`config.mk`:
```
export PLATFORM = sky130hd
export DESIGN_NAME = fc_layer_seq
export DESIGN_NICKNAME = d
export VERILOG_FILES = /design/src/rtl/fc_layer_seq.sv
export SDC_FILE = /design/constraint.sdc
export NUM_CORES = 2
export LEC_CHECK = 0
export BUFFER_PORTS_ARGS = -buffer_cell sky130_fd_sc_hd__buf_2
export CORE_MARGIN = 1
export CORE_UTILIZATION = 30
export DETAILED_ROUTE_END_ITERATION = 16
export GPL_ROUTABILITY_DRIVEN = 0
export PLACE_DENSITY = 0.45
export SLEW_MARGIN = 40
export SYNTH_ARGS = -nofsm -noshare
export SYNTH_HDL_FRONTEND = slang
export SYNTH_SLANG_ARGS = --single-unit
export TNS_END_PERCENT = 1
```
`constraint.sdc`:
```
create_clock -name clk -period 30.1 [get_ports clk]
set_clock_uncertainty 0.15 [all_clocks]
set_input_delay 6.02 -clock clk [delete_from_list [all_inputs] [get_ports clk]]
set_output_delay 6.02 -clock clk [all_outputs]
set_load 0.1 [all_outputs]
```
`src/rtl/fc_layer_seq.sv`:
```
// ============================================================================
// fc_layer_seq : time-multiplexed fixed-point fully connected layer
//   forward pass (y = W*x + b) or backward error plus in-place weight update
// Revision 1.0
// ============================================================================
`default_nettype none

module fc_layer_seq #(
  parameter int WIDTH      = 16,
  parameter int FRAC       = 8,
  parameter int INPUT_DIM  = 4,
  parameter int OUTPUT_DIM = 4,
  parameter int LR_SHIFT   = 4,
  parameter int ACC_WIDTH  = 2*WIDTH+8
) (
  input  logic                                                   clk,
  input  logic                                                   reset,
  input  logic                                                   start,
  input  logic                                                   mode,
  input  logic [INPUT_DIM-1:0][WIDTH-1:0]                        input_data,
  input  logic [OUTPUT_DIM-1:0][WIDTH-1:0]                       output_error,
  input  logic                                                   wr_en,
  input  logic [((OUTPUT_DIM > 1) ? $clog2(OUTPUT_DIM) : 1)-1:0] wr_row,
  input  logic [$clog2(INPUT_DIM+1)-1:0]                         wr_col,
  input  logic [WIDTH-1:0]                                       wr_data,
  output logic                                                   busy,
  output logic                                                   done,
  output logic [OUTPUT_DIM-1:0][WIDTH-1:0]                       output_data,
  output logic [INPUT_DIM-1:0][WIDTH-1:0]                        input_error
);

  localparam int ROW_W = (OUTPUT_DIM > 1) ? $clog2(OUTPUT_DIM) : 1;
  localparam int COL_W = $clog2(INPUT_DIM+1);

  localparam logic signed [ACC_WIDTH-1:0] SAT_MAX =
    {{(ACC_WIDTH-WIDTH+1){1'b0}}, {(WIDTH-1){1'b1}}};
  localparam logic signed [ACC_WIDTH-1:0] SAT_MIN =
    {{(ACC_WIDTH-WIDTH+1){1'b1}}, {(WIDTH-1){1'b0}}};

  generate
    if (ACC_WIDTH < 2*WIDTH + $clog2(INPUT_DIM+1) + 1) begin : g_acc_check
      $error("fc_layer_seq: ACC_WIDTH too small for overflow-free accumulation");
    end
  endgenerate

  typedef enum logic [2:0] {
    S_IDLE = 3'd0,
    S_FWD  = 3'd1,
    S_BERR = 3'd2,
    S_BUPD = 3'd3,
    S_DONE = 3'd4
  } state_t;

  state_t state, state_nx;

  logic signed [WIDTH-1:0]     w     [OUTPUT_DIM][INPUT_DIM+1];
  logic signed [WIDTH-1:0]     x_lat [INPUT_DIM];
  logic signed [WIDTH-1:0]     e_lat [OUTPUT_DIM];
  logic signed [ACC_WIDTH-1:0] acc, acc_nx;
  logic [ROW_W-1:0]            row;
  logic [COL_W-1:0]            col;

  logic signed [WIDTH-1:0]     w_sel, x_sel, e_sel, op_a, op_b;
  logic signed [2*WIDTH-1:0]   prod;
  logic signed [ACC_WIDTH-1:0] prod_ext, w_ext, e_ext, acc_shr, upd_sum;
  logic signed [WIDTH-1:0]     res, w_new;
  logic                        last_row, last_col;

  function automatic logic signed [WIDTH-1:0] sat(input logic signed [ACC_WIDTH-1:0] v);
    if (v > SAT_MAX)      sat = SAT_MAX[WIDTH-1:0];
    else if (v < SAT_MIN) sat = SAT_MIN[WIDTH-1:0];
    else                  sat = v[WIDTH-1:0];
  endfunction

  assign last_row = (row == ROW_W'(OUTPUT_DIM-1));
  assign last_col = (col == COL_W'(INPUT_DIM));

  // Operand selection: col indexes the weight column, so x uses col-1 and bias has no x.
  always_comb begin
    w_sel = '0;
    x_sel = '0;
    e_sel = '0;
    for (int r = 0; r < OUTPUT_DIM; r++) begin
      for (int c = 0; c <= INPUT_DIM; c++) begin
        if (row == ROW_W'(r) && col == COL_W'(c)) w_sel = w[r][c];
      end
      if (row == ROW_W'(r)) e_sel = e_lat[r];
    end
    for (int c = 0; c < INPUT_DIM; c++) begin
      if (col == COL_W'(c+1)) x_sel = x_lat[c];
    end
  end

  assign op_a     = (state == S_BUPD) ? e_sel : w_sel;
  assign op_b     = (state == S_BERR) ? e_sel : x_sel;
  assign prod     = op_a * op_b;
  assign prod_ext = {{(ACC_WIDTH-2*WIDTH){prod[2*WIDTH-1]}}, prod};
  assign w_ext    = {{(ACC_WIDTH-WIDTH){w_sel[WIDTH-1]}}, w_sel};
  assign e_ext    = {{(ACC_WIDTH-WIDTH){e_sel[WIDTH-1]}}, e_sel};

  always_comb begin
    acc_nx = acc;
    case (state)
      S_FWD: begin
        if (col == '0) acc_nx = w_ext <<< FRAC;
        else           acc_nx = acc + prod_ext;
      end
      S_BERR: begin
        if (row == '0) acc_nx = prod_ext;
        else           acc_nx = acc + prod_ext;
      end
      default: acc_nx = acc;
    endcase
  end

  assign acc_shr = acc_nx >>> FRAC;
  assign res     = sat(acc_shr);
  assign upd_sum = (col == '0) ? (w_ext + (e_ext >>> LR_SHIFT))
                               : (w_ext + (prod_ext >>> (FRAC + LR_SHIFT)));
  assign w_new   = sat(upd_sum);

  always_ff @(posedge clk) begin
    if (reset) state <= S_IDLE;
    else       state <= state_nx;
  end

  always_comb begin
    state_nx = state;
    busy     = 1'b0;
    done     = 1'b0;
    case (state)
      S_IDLE: if (start) state_nx = mode ? S_BERR : S_FWD;
      S_FWD:  if (last_row && last_col) state_nx = S_DONE;
      S_BERR: if (last_row && last_col) state_nx = S_BUPD;
      S_BUPD: if (last_row && last_col) state_nx = S_DONE;
      S_DONE: state_nx = S_IDLE;
      default: state_nx = S_IDLE;
    endcase
    busy = (state != S_IDLE);
    done = (state == S_DONE);
  end

  // BERR walks col = j+1 (outer) and row = i (inner) so the weight column needs no offset.
  always_ff @(posedge clk) begin
    if (reset) begin
      acc         <= '0;
      row         <= '0;
      col         <= '0;
      output_data <= '0;
      input_error <= '0;
      for (int c = 0; c < INPUT_DIM; c++)  x_lat[c] <= '0;
      for (int r = 0; r < OUTPUT_DIM; r++) e_lat[r] <= '0;
    end else begin
      case (state)
        S_IDLE: begin
          if (start) begin
            acc <= '0;
            row <= '0;
            col <= mode ? COL_W'(1) : '0;
            for (int c = 0; c < INPUT_DIM; c++)  x_lat[c] <= input_data[c];
            for (int r = 0; r < OUTPUT_DIM; r++) e_lat[r] <= output_error[r];
          end
        end
        S_FWD: begin
          acc <= acc_nx;
          if (last_col) begin
            col <= '0;
            row <= last_row ? '0 : row + ROW_W'(1);
            for (int r = 0; r < OUTPUT_DIM; r++) begin
              if (row == ROW_W'(r)) output_data[r] <= res;
            end
          end else begin
            col <= col + COL_W'(1);
          end
        end
        S_BERR: begin
          acc <= acc_nx;
          if (last_row) begin
            row <= '0;
            col <= last_col ? '0 : col + COL_W'(1);
            for (int c = 0; c < INPUT_DIM; c++) begin
              if (col == COL_W'(c+1)) input_error[c] <= res;
            end
          end else begin
            row <= row + ROW_W'(1);
          end
        end
        S_BUPD: begin
          if (last_col) begin
            col <= '0;
            row <= last_row ? '0 : row + ROW_W'(1);
          end else begin
            col <= col + COL_W'(1);
          end
        end
        default: ;
      endcase
    end
  end

  always_ff @(posedge clk) begin
    for (int r = 0; r < OUTPUT_DIM; r++) begin
      for (int c = 0; c <= INPUT_DIM; c++) begin
        if (reset) begin
          w[r][c] <= '0;
        end else if (state == S_IDLE && wr_en &&
                     wr_row == ROW_W'(r) && wr_col == COL_W'(c)) begin
          w[r][c] <= wr_data;
        end else if (state == S_BUPD && row == ROW_W'(r) && col == COL_W'(c)) begin
          w[r][c] <= w_new;
        end
      end
    end
  end

endmodule

`default_nettype wire

```
==> flow_summary.yaml <==
outcome:
  status: "completed"
routing:
  postRouteAntennaNets: 0
  wl_per_cell_um: 25.5
  firstDrtPassIters: 7
  drc: 0
  num_vias: 37200
  vias_per_cell: 5.50
  routed_wl_um: 173000
  drt-initial-drc-count: 3638
timing:
  fmax_mhz: 65.0
  hold_viol_final: 0
  rsz0062_at_grt: "no"
  min_period_ns: 15.39
  hold_ws_ns: 0.344
  finalMaxSlewViolations: 0
  tightestPinTransition_ns: 0.963
  setup_viol: 0
  fin_crit_sh_pct: 51.1
  tns_ns: 0
  fin_ws_ns: 14.71
  max_slew_margin_pct: 34.9
clocking:
  hold_buffers: 0
  cts.sinks: 624
  postCtsSetupBuffers: 0
  clockBufferDepth: 3
  cts_made_buffers: 78
  cts_tree: "yes"
  root_buffer: "clkbuf_16"
  cts_resized: 0
  cts_max_level: 3
  worstSkewPairLatency_ns: 0.72
  clk_pin_slew_ns: 0.06
setup_path:
  r2r-end: "output_data[41]"
  cp-start-kind: "flop"
  critical_path_buf_inv_count: 7
  critPathMostFrequentCell: "fa_1"
  endpoint_kind: "flop"
  path_delay_family: "compound AO/OA/AOI/OAI gates"
  rr_startpoint: "row[1]"
  r2r_cells: 45
  cp_slowest_stage_delay_ns: 0.70
  cp-endpoint: "output_data[41]"
  worst_ep_required_time_ns: 30.48
  worst_path_max_delay_cell: "mux2i_2"
  crit_start: "row[1]"
  crit_type: "flop to flop"
  crit_fanout: 77
  cp.arrival_ns: 15.78
  rrSetupSlack_ns: 14.71
  cp_num_cells: 45
global_routing:
  grt_use_met3_pct: 3.20
  grt_use_met1_pct: 30.7
  grt_max_degree: 78
  grt_use_met2_pct: 35.8
  overflow: 0
  grt_pass1_wl_um: 251000
  antenna_found_initial: 19
  grt_pass1_vias: 35900
  grt_usage_pct: 22.3
  grt-busiest-layer: "met2"
yosys:
  syn_inst: 4620
  yosysTopAreaCell: "edfxtp_1"
  ys_seq_elements: 624
  yosysSeqAreaShare_pct: 37.9
  yosys-top-cells-area: "edfxtp_1 (30%), fa_1 (12%), dfxtp_1 (7.9%), a22o_1 (4.9%), ha_1 (4.6%)"
  synth_edf_count: 448
  yosysTopAreaCellShare_pct: 30.0
  yosysWarnings: 0
  ys_types: 101
  syn_area_mm2: 0.0448
  yosysMostFrequentCell: "nor2_1"
  async_flop_share_pct: 0
  avgSynthCellArea_um2: 9.70
  synth-main-ff-cell: "edfxtp_1"
  synth.net_count: 5205
  ys_top_cells_by_count: "nor2_1 (465), edfxtp_1 (448), nand2_1 (437), inv_1 (359), fa_1 (265)"
placed_design:
  io_buffer_count: 283
  hpwlAfterDp_um: 125000
  postPlaceCellArea_mm2: 0.0486
  post-place-ws_ns: 14.84
power:
  leakage_nw: 20.8
  peakVddDrop_v: 0.000122
  power_density_mw_per_mm2: 84.6
finish:
  syn_to_final_growth_pct: 14.4
  drive_gt1_share_pct: 14.9
  fin_nets: 5359
  fillers: 15200
  fin_area_mm2: 0.0513
floorplan:
  io_pins: 284
  dieArea_mm2: 0.151
  start_util_pct: 30.3
  coreArea_mm2: 0.148
  die-width_um: 389
  die_h_um: 389
  num_rows: 141
worst_hold_path:
  holdCritPathClass: "flop to flop"
run:
  maxCapViolCount: 0
## power breakdown
| part | internal (W) | switching, W | total (W) |
|---|---|---|---|
| Combinational | 0.000697 | 0.00170 | 0.00239 |
| Clock | 0.000546 | 0.000416 | 0.000962 |
| Sequential | 0.000962 | 0.0000207 | 0.000983 |
## area by class of cell
class,instances,area [µm²],area share [%]
multi-input cells,3281,25300,49.3
flip-flops and latches,624,17000,33.1
repair buffers,430,2630,5.14
well taps,1930,2410,4.71
clock buffers,104,2160,4.22
inverters,359,1350,2.63
clock inverters,40,412,0.803
diodes,8,20.0,0.0391
## metal layers
layer	part of all wire, %	up-vias
met4	3.1	10
li1	-	17000
met2	47	1227
met3	5.9	277
met1	44	18800
met5	0.035	-
## logic make-up after synthesis
family	synth area share (%)
AO/OA/AOI/OAI	23.0
XOR/XNOR	1.75
adder cells (fa/ha/maj)	16.5
buffers and inverters	6.29
flip-flops	37.9
multiplexers	0.416
AND/OR/NAND/NOR	14.2
## layout by cell type (no fill, tap or decap), drive strengths merged, types with 176 or more instances in the layout
cell,synthesis,final
dfxtp,176,176
nand2,438,438
a21oi,262,262
nor2,465,465
a22o,250,250
buf,92,428
edfxtp,448,448
inv,359,367
o21ai,239,239
fa,265,265
## worst reg2reg max path: cells and delay by family (launching register included)
kind                     cells  cell delay, ns
adder cells (fa/ha/maj)      9            3.97
XOR/XNOR                     1            0.45
flip-flops                   1            0.36
AO/OA/AOI/OAI               19            5.44
AND/OR/NAND/NOR              8            2.27
buffers and inverters        7            1.91
multiplexers                 1            0.70
## metrics by stage
step	total power, W	util, %	cells
floorplan	0.00251	-	4620
global placement	0.00335	32.7	6617
detailed placement	0.00335	32.8	6621
CTS	0.00433	34.6	6765
global route	0.00455	34.6	6772
finish	0.00434	34.6	6776
## sequential cells by signal (all words and copies together), names as in the netlist
signal,flops
x_lat,64
col,3
row,2
w,320
e_lat,64
acc,40
output_data,64
input_error,64
state,3
## worst min path at each step
stage	startpoint	endpoint	slack, ns	depth (start not counted)
global placement	output_data[22]	output_data[22]	0.34	2
global route	acc[29]	acc[29]	0.35	2
detailed placement	acc[29]	acc[29]	0.34	2
floorplan	acc[29]	acc[29]	0.29	2
CTS	acc[29]	acc[29]	0.34	2
finish	output_data[21]	output_data[21]	0.34	2
No activity file was read; power rests on OpenSTA's default activity.
